===== config.mk =====
export PLATFORM = sky130hd
export DESIGN_NAME = sle_cfg_loader
export DESIGN_NICKNAME = d
export VERILOG_FILES = /design/src/rtl/sle_cfg_pkg.sv /design/src/rtl/sle_cfg_shift.sv /design/src/rtl/sle_cfg_loader.sv
export SDC_FILE = /design/constraint.sdc
export NUM_CORES = 1
export LEC_CHECK = 0
export CORE_MARGIN = 5
export CORE_UTILIZATION = 45
export DETAILED_ROUTE_END_ITERATION = 6
export DONT_BUFFER_PORTS = 1
export HOLD_SLACK_MARGIN = 0.06
export PLACE_DENSITY = 0.65
export RECOVER_POWER = 50
export SLEW_MARGIN = 20
export SYNTH_ARGS = -nofsm -noshare
export SYNTH_HDL_FRONTEND = slang
export SYNTH_SLANG_ARGS = --single-unit

===== constraint.sdc =====
create_clock -name CLK -period 2.1 [get_ports CLK]
set_clock_uncertainty 0.15 [all_clocks]
set_input_delay 0.42 -clock CLK [delete_from_list [all_inputs] [get_ports CLK]]
set_output_delay 0.42 -clock CLK [all_outputs]
set_load 0.02 [all_outputs]

===== src/rtl/sle_cfg_pkg.sv =====
// ---------------------------------------------------------------------------
// sle_cfg_pkg
// Shared definitions for the SLE configuration loader:
//   - state_e      : FSM state encoding
//   - clog2        : ceiling log2, used to size the bit and timeout counters
// ---------------------------------------------------------------------------
package sle_cfg_pkg;

    typedef enum logic [2:0] {
        ST_IDLE   = 3'd0,
        ST_LOAD   = 3'd1,
        ST_COMMIT = 3'd2,
        ST_CLEAR  = 3'd3,
        ST_FINISH = 3'd4,
        ST_ABORT  = 3'd5
    } state_e;

    // Ceiling log2 of n (clog2(1) = 0), usable in constant expressions.
    function automatic int clog2(input int n);
        int r;
        r = 0;
        for (int i = 0; i < 31; i++) begin
            if ((32'sd1 <<< i) < n) begin
                r = i + 1;
            end else begin
                r = r;
            end
        end
        return r;
    endfunction

endpackage


===== src/rtl/sle_cfg_shift.sv =====
// ---------------------------------------------------------------------------
// sle_cfg_shift
// Shadow shift register and bit counter for the serial configuration word.
// Bits arrive LSB first; each accepted bit is written to shadow[bitcnt].
// Ports:
//   i_clk, i_rst : clock, asynchronous active-high reset
//   i_clear      : restart the bit counter (start of a new load)
//   i_shift      : accept i_sin this cycle
//   i_sin        : serial data bit
//   o_word       : shadow word including the bit accepted this cycle
//   o_last       : this cycle accepts bit WIDTH-1
// ---------------------------------------------------------------------------
module sle_cfg_shift
    import sle_cfg_pkg::*;
#(
    parameter int WIDTH = 8
) (
    input  logic             i_clk,
    input  logic             i_rst,
    input  logic             i_clear,
    input  logic             i_shift,
    input  logic             i_sin,
    output logic [WIDTH-1:0] o_word,
    output logic             o_last
);

    localparam int CNT_W = clog2(WIDTH) + 1;

    logic [WIDTH-1:0] r_shadow;
    logic [WIDTH-1:0] w_shadow_nxt;
    logic [CNT_W-1:0] r_cnt;

    // Next shadow value: the addressed bit takes i_sin when shifting.
    always_comb begin
        w_shadow_nxt = r_shadow;
        if (i_shift) begin
            for (int i = 0; i < WIDTH; i++) begin
                if (r_cnt == CNT_W'(i)) begin
                    w_shadow_nxt[i] = i_sin;
                end else begin
                    w_shadow_nxt[i] = r_shadow[i];
                end
            end
        end else begin
            w_shadow_nxt = r_shadow;
        end
    end

    // The top registers o_word into D on the same edge that accepts the last
    // bit, so it must see the word with that bit already merged in.
    assign o_word = w_shadow_nxt;
    assign o_last = i_shift && (r_cnt == CNT_W'(WIDTH - 1));

    // Shadow register and bit counter.
    always_ff @(posedge i_clk or posedge i_rst) begin
        if (i_rst) begin
            r_shadow <= {WIDTH{1'b0}};
            r_cnt    <= {CNT_W{1'b0}};
        end else begin
            r_shadow <= w_shadow_nxt;
            if (i_clear) begin
                r_cnt <= {CNT_W{1'b0}};
            end else if (i_shift) begin
                r_cnt <= r_cnt + CNT_W'(1);
            end else begin
                r_cnt <= r_cnt;
            end
        end
    end

endmodule


===== src/rtl/sle_cfg_loader.sv =====
// ---------------------------------------------------------------------------
// sle_cfg_loader
// Control stage for a bank of WIDTH SLE cells. Loads a serial word (or
// performs a clear) behind a START handshake, drives EN/SLn/SD/D for one
// commit cycle, then pulses DONE. A stalled stream aborts with ERR so the
// bank never sees a partial word.
// Ports:
//   CLK, RST          : clock, asynchronous active-high reset
//   START, CLR_REQ    : start request; CLR_REQ=1 selects a clear
//   SIN, SIN_VALID    : serial data (LSB first) and its qualifier
//   EN, SLn, SD, D    : bank controls (EN per cell, SLn active-low)
//   BUSY, DONE, ERR   : status; DONE/ERR are one-cycle pulses
// All outputs are registers that mirror a decode of the state register.
// ---------------------------------------------------------------------------
module sle_cfg_loader
    import sle_cfg_pkg::*;
#(
    parameter int   WIDTH   = 8,
    parameter int   TIMEOUT = 16,
    parameter logic CLR_VAL = 1'b0
) (
    input  logic             CLK,
    input  logic             RST,
    input  logic             START,
    input  logic             CLR_REQ,
    input  logic             SIN,
    input  logic             SIN_VALID,
    output logic [WIDTH-1:0] EN,
    output logic             SLn,
    output logic             SD,
    output logic [WIDTH-1:0] D,
    output logic             BUSY,
    output logic             DONE,
    output logic             ERR
);

    localparam int TO_W = clog2(TIMEOUT + 1);

    state_e           r_state;
    state_e           w_state_nxt;
    logic [TO_W-1:0]  r_to;
    logic             w_start_load;
    logic             w_shift;
    logic             w_last;
    logic             w_to_expire;
    logic [WIDTH-1:0] w_word;

    logic [WIDTH-1:0] r_en;
    logic             r_sln;
    logic             r_sd;
    logic [WIDTH-1:0] r_d;
    logic             r_busy;
    logic             r_done;
    logic             r_err;

    assign w_start_load = (r_state == ST_IDLE) && START && !CLR_REQ;
    assign w_shift      = (r_state == ST_LOAD) && SIN_VALID;
    // Abort on the TIMEOUT-th consecutive empty cycle; a valid bit wins.
    assign w_to_expire  = (r_state == ST_LOAD) && !SIN_VALID &&
                          (r_to == TO_W'(TIMEOUT - 1));

    sle_cfg_shift #(
        .WIDTH (WIDTH)
    ) u_shift (
        .i_clk   (CLK),
        .i_rst   (RST),
        .i_clear (w_start_load),
        .i_shift (w_shift),
        .i_sin   (SIN),
        .o_word  (w_word),
        .o_last  (w_last)
    );

    // Next-state logic.
    always_comb begin
        w_state_nxt = r_state;
        case (r_state)
            ST_IDLE: begin
                if (START) begin
                    w_state_nxt = CLR_REQ ? ST_CLEAR : ST_LOAD;
                end else begin
                    w_state_nxt = ST_IDLE;
                end
            end
            ST_LOAD: begin
                if (w_last) begin
                    w_state_nxt = ST_COMMIT;
                end else if (w_to_expire) begin
                    w_state_nxt = ST_ABORT;
                end else begin
                    w_state_nxt = ST_LOAD;
                end
            end
            ST_COMMIT: w_state_nxt = ST_FINISH;
            ST_CLEAR:  w_state_nxt = ST_FINISH;
            ST_FINISH: w_state_nxt = ST_IDLE;
            ST_ABORT:  w_state_nxt = ST_IDLE;
            default:   w_state_nxt = ST_IDLE;
        endcase
    end

    // State register.
    always_ff @(posedge CLK or posedge RST) begin
        if (RST) begin
            r_state <= ST_IDLE;
        end else begin
            r_state <= w_state_nxt;
        end
    end

    // Saturating stall counter; only meaningful in LOAD, zero elsewhere.
    always_ff @(posedge CLK or posedge RST) begin
        if (RST) begin
            r_to <= {TO_W{1'b0}};
        end else if (r_state != ST_LOAD) begin
            r_to <= {TO_W{1'b0}};
        end else if (SIN_VALID) begin
            r_to <= {TO_W{1'b0}};
        end else if (r_to != TO_W'(TIMEOUT)) begin
            r_to <= r_to + TO_W'(1);
        end else begin
            r_to <= r_to;
        end
    end

    // Output registers, loaded from the next state so they track r_state.
    always_ff @(posedge CLK or posedge RST) begin
        if (RST) begin
            r_en   <= {WIDTH{1'b0}};
            r_sln  <= 1'b1;
            r_sd   <= 1'b0;
            r_d    <= {WIDTH{1'b0}};
            r_busy <= 1'b0;
            r_done <= 1'b0;
            r_err  <= 1'b0;
        end else begin
            r_en   <= ((w_state_nxt == ST_COMMIT) || (w_state_nxt == ST_CLEAR)) ?
                      {WIDTH{1'b1}} : {WIDTH{1'b0}};
            r_sln  <= (w_state_nxt != ST_CLEAR);
            r_sd   <= (w_state_nxt == ST_CLEAR) ? CLR_VAL : 1'b0;
            r_d    <= (w_state_nxt == ST_COMMIT) ? w_word : r_d;
            r_busy <= (w_state_nxt == ST_LOAD) || (w_state_nxt == ST_COMMIT) ||
                      (w_state_nxt == ST_CLEAR);
            r_done <= (w_state_nxt == ST_FINISH);
            r_err  <= (w_state_nxt == ST_ABORT);
        end
    end

    assign EN   = r_en;
    assign SLn  = r_sln;
    assign SD   = r_sd;
    assign D    = r_d;
    assign BUSY = r_busy;
    assign DONE = r_done;
    assign ERR  = r_err;

endmodule

==> metrics.cfg, run 1 <==
[run_status]
status=finished, final reports clean

[sta]
fin_crit_sh=0.865
slew_headroom=0.482
period_minus_slack_ns=1.82
tightest_slew_ns=0.777
finalWorstSetupSlack_ns=0.284
max_freq_ghz=0.551
finalSetupTns_ns=0
rsz0062_at_grt=false
finalSetupViolations=0
final-max-slew-violation-count=0
hold_violations=0

[clock_network]
cts_tree=yes
clk_latency_ns=0.34
htreeDepth=2
path_clk_slew_ns=0.10
numCtsBuffers=5
cts_setup_buffers=0
clk_path_buf_depth=2
clkSinkCount=32
clockRootBuffer=clkbuf_4

[critical_path]
slowest_stage=dfrtp_1
worstPathArrival_ns=1.89
worstReg2RegStart=u_shift.r_cnt[1]$_DFFE_PP0P_
critPathKind=reg -> reg
start_kind=register
crit_chain=inv_1 -> ha_1 -> nand4b_1 -> nor4_1 -> mux2_2
cp-startpoint=u_shift.r_cnt[1]$_DFFE_PP0P_
max_stage_delay_ns=0.44
worstPathMaxFanout=6
cp_data_required_time_ns=2.18
crit_path_end_kind=register

[synthesis]
syn-num-nets=144
synth_edf_count=0
netlist_area_sq_um=1620
ys_ff_latch=32
synthCells=131
ys_top_cells_by_area=dfrtp_1, mux2_4, ha_1
synth.top_cell.area_share=0.480
ys_seq_area_frac=0.496
yosysMostFrequentCell=dfrtp_1
synth_area_leader_cell=dfrtp_1
yosys_most_used_dff=dfrtp_1
ys_warn_count=0
synth_common_cells=dfrtp_1, nor2_1, buf_4, inv_1, mux2_4
synth.avg_cell_area_sq_um=12.3
async_flop_share=1.00
synthDistinctLibCells=37

[cells_and_area]
layout.nets=148
antenna_cells=0
nFillCells=315
final_layout_size_suffix_gt1_frac=0.228
instances_no_fill=182
multi_input_area_sq_um=694
synthToLayoutAreaGrowth_pct=7.74
regArea_sq_um=802

[routing]
routed-via-count=948
firstDrtPassIters=4
ant_nets=0
drt_iter0_drc=35
wl_mm=2.72
via_per_inst=5.21
wl_per_cell_microns=14.9
drc_errors=0

[job]
cap_viol_max_count=0

[pwr]
p_per_area_nw_per_um2=1250
max-vdd-ir-drop_uv=671
p_leak_nw=0.797
power.total_mw=2.18

[grt]
grt_max_degree=33
grt.total_usage=0.122
antenna_found_initial=0
grt_pass1_vias=977
overflow=0
grt_pass1_wl_mm=4.72

[die]
initial_utilization=0.473
die_h_microns=69.9
io_pins=27
fp-row-count=21
die_x_microns=69.9
core_sq_um=3420
die-area_sq_um=4890

[place]
dp_hpwl_mm=1.93
dp_slack_ns=0.337
placed_cells=169
io_buffers=0
place.gp.congestion=0.739

[min_path]
hp-start=SIN
holdCritPathClass=in -> reg

## layer usage
metal	vias up	track usage	wire, microns
li1	454	-	-
met1	458	0.158	1290
met2	28	0.182	1210
met3	8	0.0488	174
met4	0	0.0511	49
met5	-	0	0
## area by class of cell
cell class,count,share of cell area
repair buffers,9,0.0445
flip-flops and latches,32,0.460
clock buffers,5,0.0216
clock inverters,3,0.0244
well taps,46,0.0330
inverters,8,0.0172
multi-input cells,79,0.399
## registers in the layout, indices dropped and copies added, names as in the netlist
signal            flops
r_to                  5
D                     8
EN                    1
ERR                   1
r_state               3
u_shift.r_cnt         4
SLn                   1
BUSY                  1
u_shift.r_shadow      7
DONE                  1
## per-stage QoR
stage          utilization  hold WS (ns)  cell area (sq um)
6_report             0.510        0.0769               1740
5_1_grt              0.510        0.0629               1740
4_1_cts              0.508        0.0621               1730
3_5_place_dp         0.473         0.270               1610
3_3_place_gp         0.473         0.265               1610
2_1_floorplan            -         0.308               1620
## cell families (layout without fill, tap and decap cells)
logic type               Yosys count  count (layout)  synth area share
AND/OR/NAND/NOR                   38              38             0.156
flip-flops                        32              32             0.496
multiplexers                      22              22             0.169
buffers and inverters             20              25            0.0743
adder cells (fa/ha/maj)            7               7            0.0542
AO/OA/AOI/OAI                      7               7            0.0271
XOR/XNOR                           4               4            0.0217
other                              1               1           0.00232
## power breakdown
group	internal [mW]	total, mW	switching, mW	leakage (nW)
Clock	0.248	0.463	0.215	0.0412
Sequential	0.808	1.06	0.251	0.415
Combinational	0.355	0.660	0.304	0.341
## critical path: cells and delay by family (launching register included)
kind,cells,cell delay (ns)
fa+ha+maj,1,0.18
simple gates,2,0.47
buf+inv,1,0.10
flops,1,0.44
mux,1,0.39
## what timing repair did
action	CTS	global route
resized for setup	0	0
hold buffers	4	1
hold endpoints to repair	34	2
## worst paths after layout
kind                                                 end  slack, ns  cells past startpoint
max                        u_shift.r_shadow[1]$_DFF_PP0_       0.28                      5
min                        u_shift.r_shadow[6]$_DFF_PP0_       0.08                      1
max reg2reg                u_shift.r_shadow[1]$_DFF_PP0_       0.28                      5
min reg2reg                u_shift.r_shadow[6]$_DFF_PP0_       0.35                      1
max in group asynchronous  u_shift.r_shadow[6]$_DFF_PP0_       0.71                      3
min in group asynchronous                  ERR$_DFF_PP0_       0.58                      3
## layout by cell type, fill, tap and decap left out, types with 2 or more instances in the layout
| master | Yosys | layout |
|---|---|---|
| a21oi_1 | 2 | 2 |
| and4bb_1 | 2 | 2 |
| and4bb_2 | 2 | 2 |
| buf_4 | 8 | 3 |
| clkbuf_4 | 0 | 5 |
| dfrtp_1 | 31 | 31 |
| dlygate4sd3_1 | 0 | 5 |
| ha_1 | 7 | 7 |
| inv_1 | 8 | 8 |
| mux2_1 | 4 | 4 |
| mux2_2 | 6 | 6 |
| mux2_4 | 8 | 8 |
| mux2i_1 | 4 | 4 |
| nand2_1 | 3 | 3 |
| nand3_1 | 5 | 5 |
| nand4b_1 | 2 | 2 |
| nor2_1 | 10 | 10 |
| nor3_1 | 3 | 3 |
| o21a_1 | 2 | 2 |
| xnor2_1 | 3 | 3 |
(Power assumes the default switching activity.)
==> run 2: changes to the inputs <==
ABC_AREA = 1   (was default)
SLEW_MARGIN = default   (was 20)
==> run 2 against run 1 <==
  * Total power up 12%
  * Non-clock buffer count shrank 6
  * Final cell count is 31% higher
  * Critical path type is now reg -> out
  * Largest cell class unchanged
  * Largest power group unchanged
  * Highest routed layer unchanged
==> metrics.cfg, run 2 <==
[routing]
ant_nets=0  ; unchanged
via_per_inst=4.84  ; was 5.21
wl_mm=2.94  ; was 2.72 mm
wl_met1_mm=1.35  ; was 1.29 mm
firstDrtPassIters=4  ; unchanged
drt_iter0_drc=30  ; was 35
wl_met3_microns=156  ; was 174 microns
top_layer=met4  ; unchanged
routed-via-count=1156  ; was 948
wl_met2_mm=1.35  ; was 1.21 mm
drc_errors=0  ; unchanged
wl_per_cell_microns=12.3  ; was 14.9 microns

[synthesis]
yosys_most_used_dff=dfrtp_1  ; unchanged
netlist_area_sq_um=1650  ; was 1620 sq um
ys_ff_latch=32  ; unchanged
synth.top_cell.area_share=0.469  ; was 0.480
ys_seq_area_frac=0.485  ; was 0.496
async_flop_share=1.00  ; unchanged
ys_warn_count=0  ; unchanged
synth_common_cells=nand2_1, dfrtp_1, inv_1  ; was dfrtp_1, nor2_1, buf_4, inv_1, mux2_4
synthDistinctLibCells=26  ; was 37
synth_edf_count=0  ; unchanged
yosysMostFrequentCell=nand2_1  ; was dfrtp_1
synth_area_leader_cell=dfrtp_1  ; unchanged
synth.avg_cell_area_sq_um=8.65  ; was 12.3 sq um
syn-num-nets=204  ; was 144
ys_top_cells_by_area=dfrtp_1, nand2_1, ha_1  ; was dfrtp_1, mux2_4, ha_1
synthCells=191  ; was 131

[job]
cap_viol_max_count=0  ; unchanged

[pwr]
p_leak_nw=0.941  ; was 0.797 nW
power.total_mw=2.43  ; was 2.18 mW
max-vdd-ir-drop_uv=578  ; was 671 uV
p_per_area_nw_per_um2=1370  ; was 1250 nW/um^2

[cells_and_area]
final_cell_mix=nand2_1, dfrtp_1, inv_1  ; was dfrtp_1, nor2_1, mux2_4, inv_1, ha_1
largest_register_ffs=8  ; unchanged
final_layout_size_suffix_gt1_frac=0.178  ; was 0.228
nFillCells=332  ; was 315
instances_no_fill=239  ; was 182
design_area_sq_um=1780  ; was 1740 sq um
synthToLayoutAreaGrowth_pct=7.65  ; was 7.74%
antenna_cells=0  ; unchanged
layout.nets=203  ; was 148
final_common_cell=nand2_1  ; was dfrtp_1

[critical_path]
max_stage_delay_ns=0.39  ; was 0.44 ns
crit_path_end_kind=output pin  ; was register
start_kind=register  ; unchanged
critPathKind=reg -> out  ; was reg -> reg
slowest_stage=buf_4  ; was dfrtp_1
cp_top_family=buffers and inverters  ; was simple AND/OR/NAND/NOR gates
path_buf_inv=1  ; unchanged
worstPathArrival_ns=1.01  ; was 1.89 ns
worstPathMaxFanout=8  ; was 6
crit_chain=buf_4  ; was inv_1 -> ha_1 -> nand4b_1 -> nor4_1 -> mux2_2
cp_data_required_time_ns=1.53  ; was 2.18 ns

[clock_network]
numCtsBuffers=5  ; unchanged
cts_setup_buffers=0  ; unchanged
clockRootBuffer=clkbuf_8  ; was clkbuf_4
cts_hold_buf=1  ; was 4
ctsResizeCount=0  ; unchanged
path_clk_slew_ns=0.07  ; was 0.10 ns
htreeDepth=2  ; unchanged
clkSinkCount=32  ; unchanged
clk_path_buf_depth=2  ; unchanged
clk_latency_ns=0.28  ; was 0.34 ns
cts_tree=yes  ; unchanged

[die]
core_sq_um=3610  ; was 3420 sq um
io_pins=27  ; unchanged
die_x_microns=70.6  ; was 69.9 microns
fp-row-count=22  ; was 21
die-area_sq_um=4990  ; was 4890 sq um
initial_utilization=0.458  ; was 0.473
die_h_microns=70.6  ; was 69.9 microns

[sta]
period_minus_slack_ns=1.58  ; was 1.82 ns
hold_violations=0  ; unchanged
finalSetupViolations=0  ; unchanged
max_freq_ghz=0.634  ; was 0.551 GHz
rsz0062_at_grt=false  ; unchanged
fin_crit_sh=0.751  ; was 0.865
tightest_slew_ns=0.786  ; was 0.777 ns
finalSetupTns_ns=0  ; unchanged
final-max-slew-violation-count=0  ; unchanged
slew_headroom=0.476  ; was 0.482

[place]
place.gp.congestion=0.793  ; was 0.739
io_buffers=0  ; unchanged
dp_hpwl_mm=2.16  ; was 1.93 mm
placed_cells=230  ; was 169
placed_area_sq_um=1650  ; was 1610 sq um

[grt]
grt_pass1_wl_mm=5.38  ; was 4.72 mm
antenna_found_initial=0  ; unchanged
overflow=0  ; unchanged
grt_pass1_vias=1178  ; was 977
grt.total_usage=0.136  ; was 0.122
grt_max_degree=33  ; unchanged

[min_path]
holdCritPathClass=in -> reg  ; unchanged

[run_status]
status=finished, final reports clean  ; unchanged

run 2: cell types whose count changed after synthesis, sizes merged, moves of 3 or more:
cell / change
a21oi: +6
and4bb: -5
inv: +11
mux2: -18
mux2i: -4
nand2: +66
nand3: +10
nand4: +4
o21ai: +8
xnor2: -3
run 2: report_power, final:
group	internal, mW	total (mW)	switching, mW	leakage [nW]
Sequential	0.794	1.01	0.216	0.424
Combinational	0.258	0.781	0.523	0.453
Clock	0.418	0.642	0.224	0.0645
Total	1.47	2.43	0.963	0.941
run 2: area by class of cell:
class | instances | area [sq um] | share of cell area
Inverter | 20 | 76.3 | 0.0429
Multi-Input combinational cell | 128 | 692 | 0.389
Clock inverter | 1 | 30.0 | 0.0169
Tap cell | 48 | 60.1 | 0.0338
Clock buffer | 7 | 96.3 | 0.0541
Timing Repair Buffer | 3 | 22.5 | 0.0127
Sequential cell | 32 | 802 | 0.451
run 2: cells by family (layout without fill, tap and decap cells):
kind of cell | Yosys count | in the layout | synth area share
AOI/OAI and AO/OA | 17 | 17 | 0.0560
xor gates and xnor gates | 1 | 1 | 0.00530
adders and majority gates | 7 | 7 | 0.0530
buffers and inverters | 31 | 31 | 0.0961
DFF | 32 | 32 | 0.485
other | 1 | 1 | 0.00227
and+or+nand+nor | 102 | 102 | 0.302
run 2: path summary, 6_finish.rpt:
path | start | endpoint | slack, ns | cells after the start
max | EN[6]$_DFF_PP0_ | EN[6] | 0.52 | 1
min | SIN | D[7]$_DFFE_PP0P_ | 0.11 | 2
max reg2reg | r_state[2]$_DFF_PP0_ | D[2]$_DFFE_PP0P_ | 0.53 | 6
min reg2reg | u_shift.r_shadow[6]$_DFF_PP0_ | u_shift.r_shadow[6]$_DFF_PP0_ | 0.36 | 2
max in group asynchronous | RST | D[3]$_DFFE_PP0P_ | 0.65 | 3
min in group asynchronous | RST | r_to[2]$_DFFE_PP0P_ | 0.65 | 3
run 2: per-layer routing:
metal,global-route usage,vias up
li1,-,589
met1,0.171,535
met2,0.212,26
met3,0.0369,6
met4,0.0772,0
met5,0,-
run 2: through the flow:
stage,setup WS [ns],utilization,hold WS [ns]
6_report,0.523,0.493,0.110
5_1_grt,0.400,0.493,0.140
4_1_cts,0.506,0.494,0.0985
3_5_place_dp,0.526,0.456,0.275
3_3_place_gp,0.543,0.456,0.265
2_1_floorplan,0.730,-,0.323
==> run 3: changes to the inputs <==
clock period = 1.6 ns   (was 2.1 ns; I/O delays follow)
==> run 3 against run 2 <==
  * Final area up 3.2%
  * Core utilization up 1.6 points
  * Total power up 29%
  * Critical path type is now reg -> reg
  * Largest power group unchanged
==> metrics.cfg, run 3 (same netlist as run 2, synthesis figures left out) <==
[clock_network]
htreeDepth=2  ; unchanged
clockRootBuffer=clkbuf_8  ; unchanged
numCtsBuffers=5  ; unchanged
clk_latency_ns=0.29  ; was 0.28 ns
clkSinkCount=32  ; unchanged
clk_path_buf_depth=2  ; unchanged
path_clk_slew_ns=0.07  ; about the same
cts_tree=yes  ; unchanged

[routing]
firstDrtPassIters=4  ; unchanged
wl_per_cell_microns=12.5  ; was 12.3 microns
via_per_inst=4.83  ; was 4.84
drc_errors=0  ; unchanged
routed-via-count=1187  ; was 1,156
ant_nets=0  ; unchanged
wl_mm=3.07  ; was 2.94 mm
drt_iter0_drc=74  ; was 30

[sta]
slew_headroom=0.481  ; was 0.476
finalWorstSetupSlack_ns=0.121  ; was 0.523 ns
rsz0062_at_grt=true  ; was false
fin_crit_sh=0.924
final-max-slew-violation-count=0  ; unchanged
finalSetupViolations=0  ; unchanged
max_freq_ghz=0.676
period_minus_slack_ns=1.48
finalSetupTns_ns=0  ; unchanged
hold_violations=0  ; unchanged
tightest_slew_ns=0.778  ; was 0.786 ns

[cells_and_area]
final_cell_mix=nand2_1, dfrtp_1, inv_1  ; unchanged
design_area_sq_um=1840  ; was 1780 sq um
largest_register_ffs=8  ; unchanged
instances_no_fill=246  ; was 239
antenna_cells=0  ; unchanged
layout.nets=210  ; was 203
final_layout_size_suffix_gt1_frac=0.217  ; was 0.178
final_common_cell=nand2_1  ; unchanged
synthToLayoutAreaGrowth_pct=11.1  ; was 7.65%

[job]
cap_viol_max_count=0  ; unchanged

[die]
die-area_sq_um=4990  ; unchanged
core_sq_um=3610  ; unchanged
initial_utilization=0.458  ; unchanged
fp-row-count=22  ; unchanged
io_pins=27  ; unchanged
die_h_microns=70.6  ; unchanged
die_x_microns=70.6  ; unchanged

[pwr]
power.total_mw=3.15  ; was 2.43 mW
max-vdd-ir-drop_uv=785  ; was 578 uV
p_leak_nw=0.954  ; was 0.941 nW
p_per_area_nw_per_um2=1720  ; was 1370 nW/um^2

[place]
place.gp.congestion=0.782  ; was 0.793
dp_slack_ns=0.0544  ; was 0.526 ns
dp_hpwl_mm=2.17  ; was 2.16 mm
placed_area_sq_um=1670  ; was 1650 sq um
io_buffers=0  ; unchanged
placed_cells=231  ; was 230

[grt]
antenna_found_initial=0  ; unchanged
overflow=0  ; unchanged
grt_max_degree=33  ; unchanged
grt_pass1_vias=1141  ; was 1,178
grt_pass1_wl_mm=5.20  ; was 5.38 mm
grt.total_usage=0.132  ; was 0.136

[min_path]
holdCritPathClass=in -> reg  ; unchanged

[critical_path]
worstPathArrival_ns=1.51  ; was 1.01 ns
cp_data_required_time_ns=1.63  ; was 1.53 ns
crit_path_end_kind=register  ; was output pin
worstPathMaxFanout=9  ; was 8
critPathKind=reg -> reg  ; was reg -> out
start_kind=register  ; unchanged

[run_status]
status=finished, final reports clean  ; unchanged

[run 3: per-layer routing]
layer | vias to the layer above | track usage | share of wire
li1 | 606 | - | -
met1 | 552 | 0.155 | 0.44
met2 | 22 | 0.212 | 0.48
met3 | 7 | 0.0426 | 0.056
met4 | 0 | 0.0752 | 0.025
met5 | - | 0 | 0
[run 3: stage by stage]
step / hold slack (ns) / utilization
3_5_place_dp: 0.177 / 0.462
6_report: 0.0716 / 0.509
2_1_floorplan: 0.285 / -
3_3_place_gp: 0.166 / 0.462
4_1_cts: 0.0603 / 0.498
5_1_grt: 0.0783 / 0.509
[run 3: final timing paths]
| path | from | to | slack (ns) | depth (start not counted) |
|---|---|---|---|---|
| setup / recovery | u_shift.r_cnt[0]$_DFFE_PP0P_ | D[3]$_DFFE_PP0P_ | 0.12 | 6 |
| hold / removal | CLR_REQ | SLn$_DFF_PP1_ | 0.07 | 1 |
| setup reg to reg | u_shift.r_cnt[0]$_DFFE_PP0P_ | D[3]$_DFFE_PP0P_ | 0.12 | 6 |
| hold reg to reg | u_shift.r_shadow[5]$_DFF_PP0_ | u_shift.r_shadow[5]$_DFF_PP0_ | 0.36 | 2 |
| max in group asynchronous | RST | u_shift.r_cnt[1]$_DFFE_PP0P_ | 0.25 | 3 |
| min in group asynchronous | RST | u_shift.r_shadow[4]$_DFF_PP0_ | 0.55 | 3 |
[run 3: power by group]
part           switching (mW)  internal, mW  leakage, nW
sequential              0.267          1.04        0.424
combinational           0.743         0.418        0.479
clock                   0.289         0.392       0.0515
total                    1.30          1.85        0.954
[run 3: layout make-up]
type	count	area, sq um
Inverter	20	77.6
Multi-Input combinational cell	129	712
Tap cell	48	60.1
Clock buffer	8	100
Fill cell	329	1770
Timing Repair Buffer	9	85.1
Sequential cell	32	802
[run 3: critical path, cell delays in order (launching register included)]
cell	delay (ns)
dfrtp_1	0.41
ha_2	0.26
nand3_4	0.14
nor2_8	0.19
inv_2	0.10
nand2_1	0.07
nand2_1	0.06
[run 3: what timing repair did]
item | CTS | global route
endpoints found under the hold margin | 34 | 0
resized for setup | 0 | 6
hold buffers | 3 | 0
buffers inserted | 0 | 3
setup endpoints to repair | 0 | 9
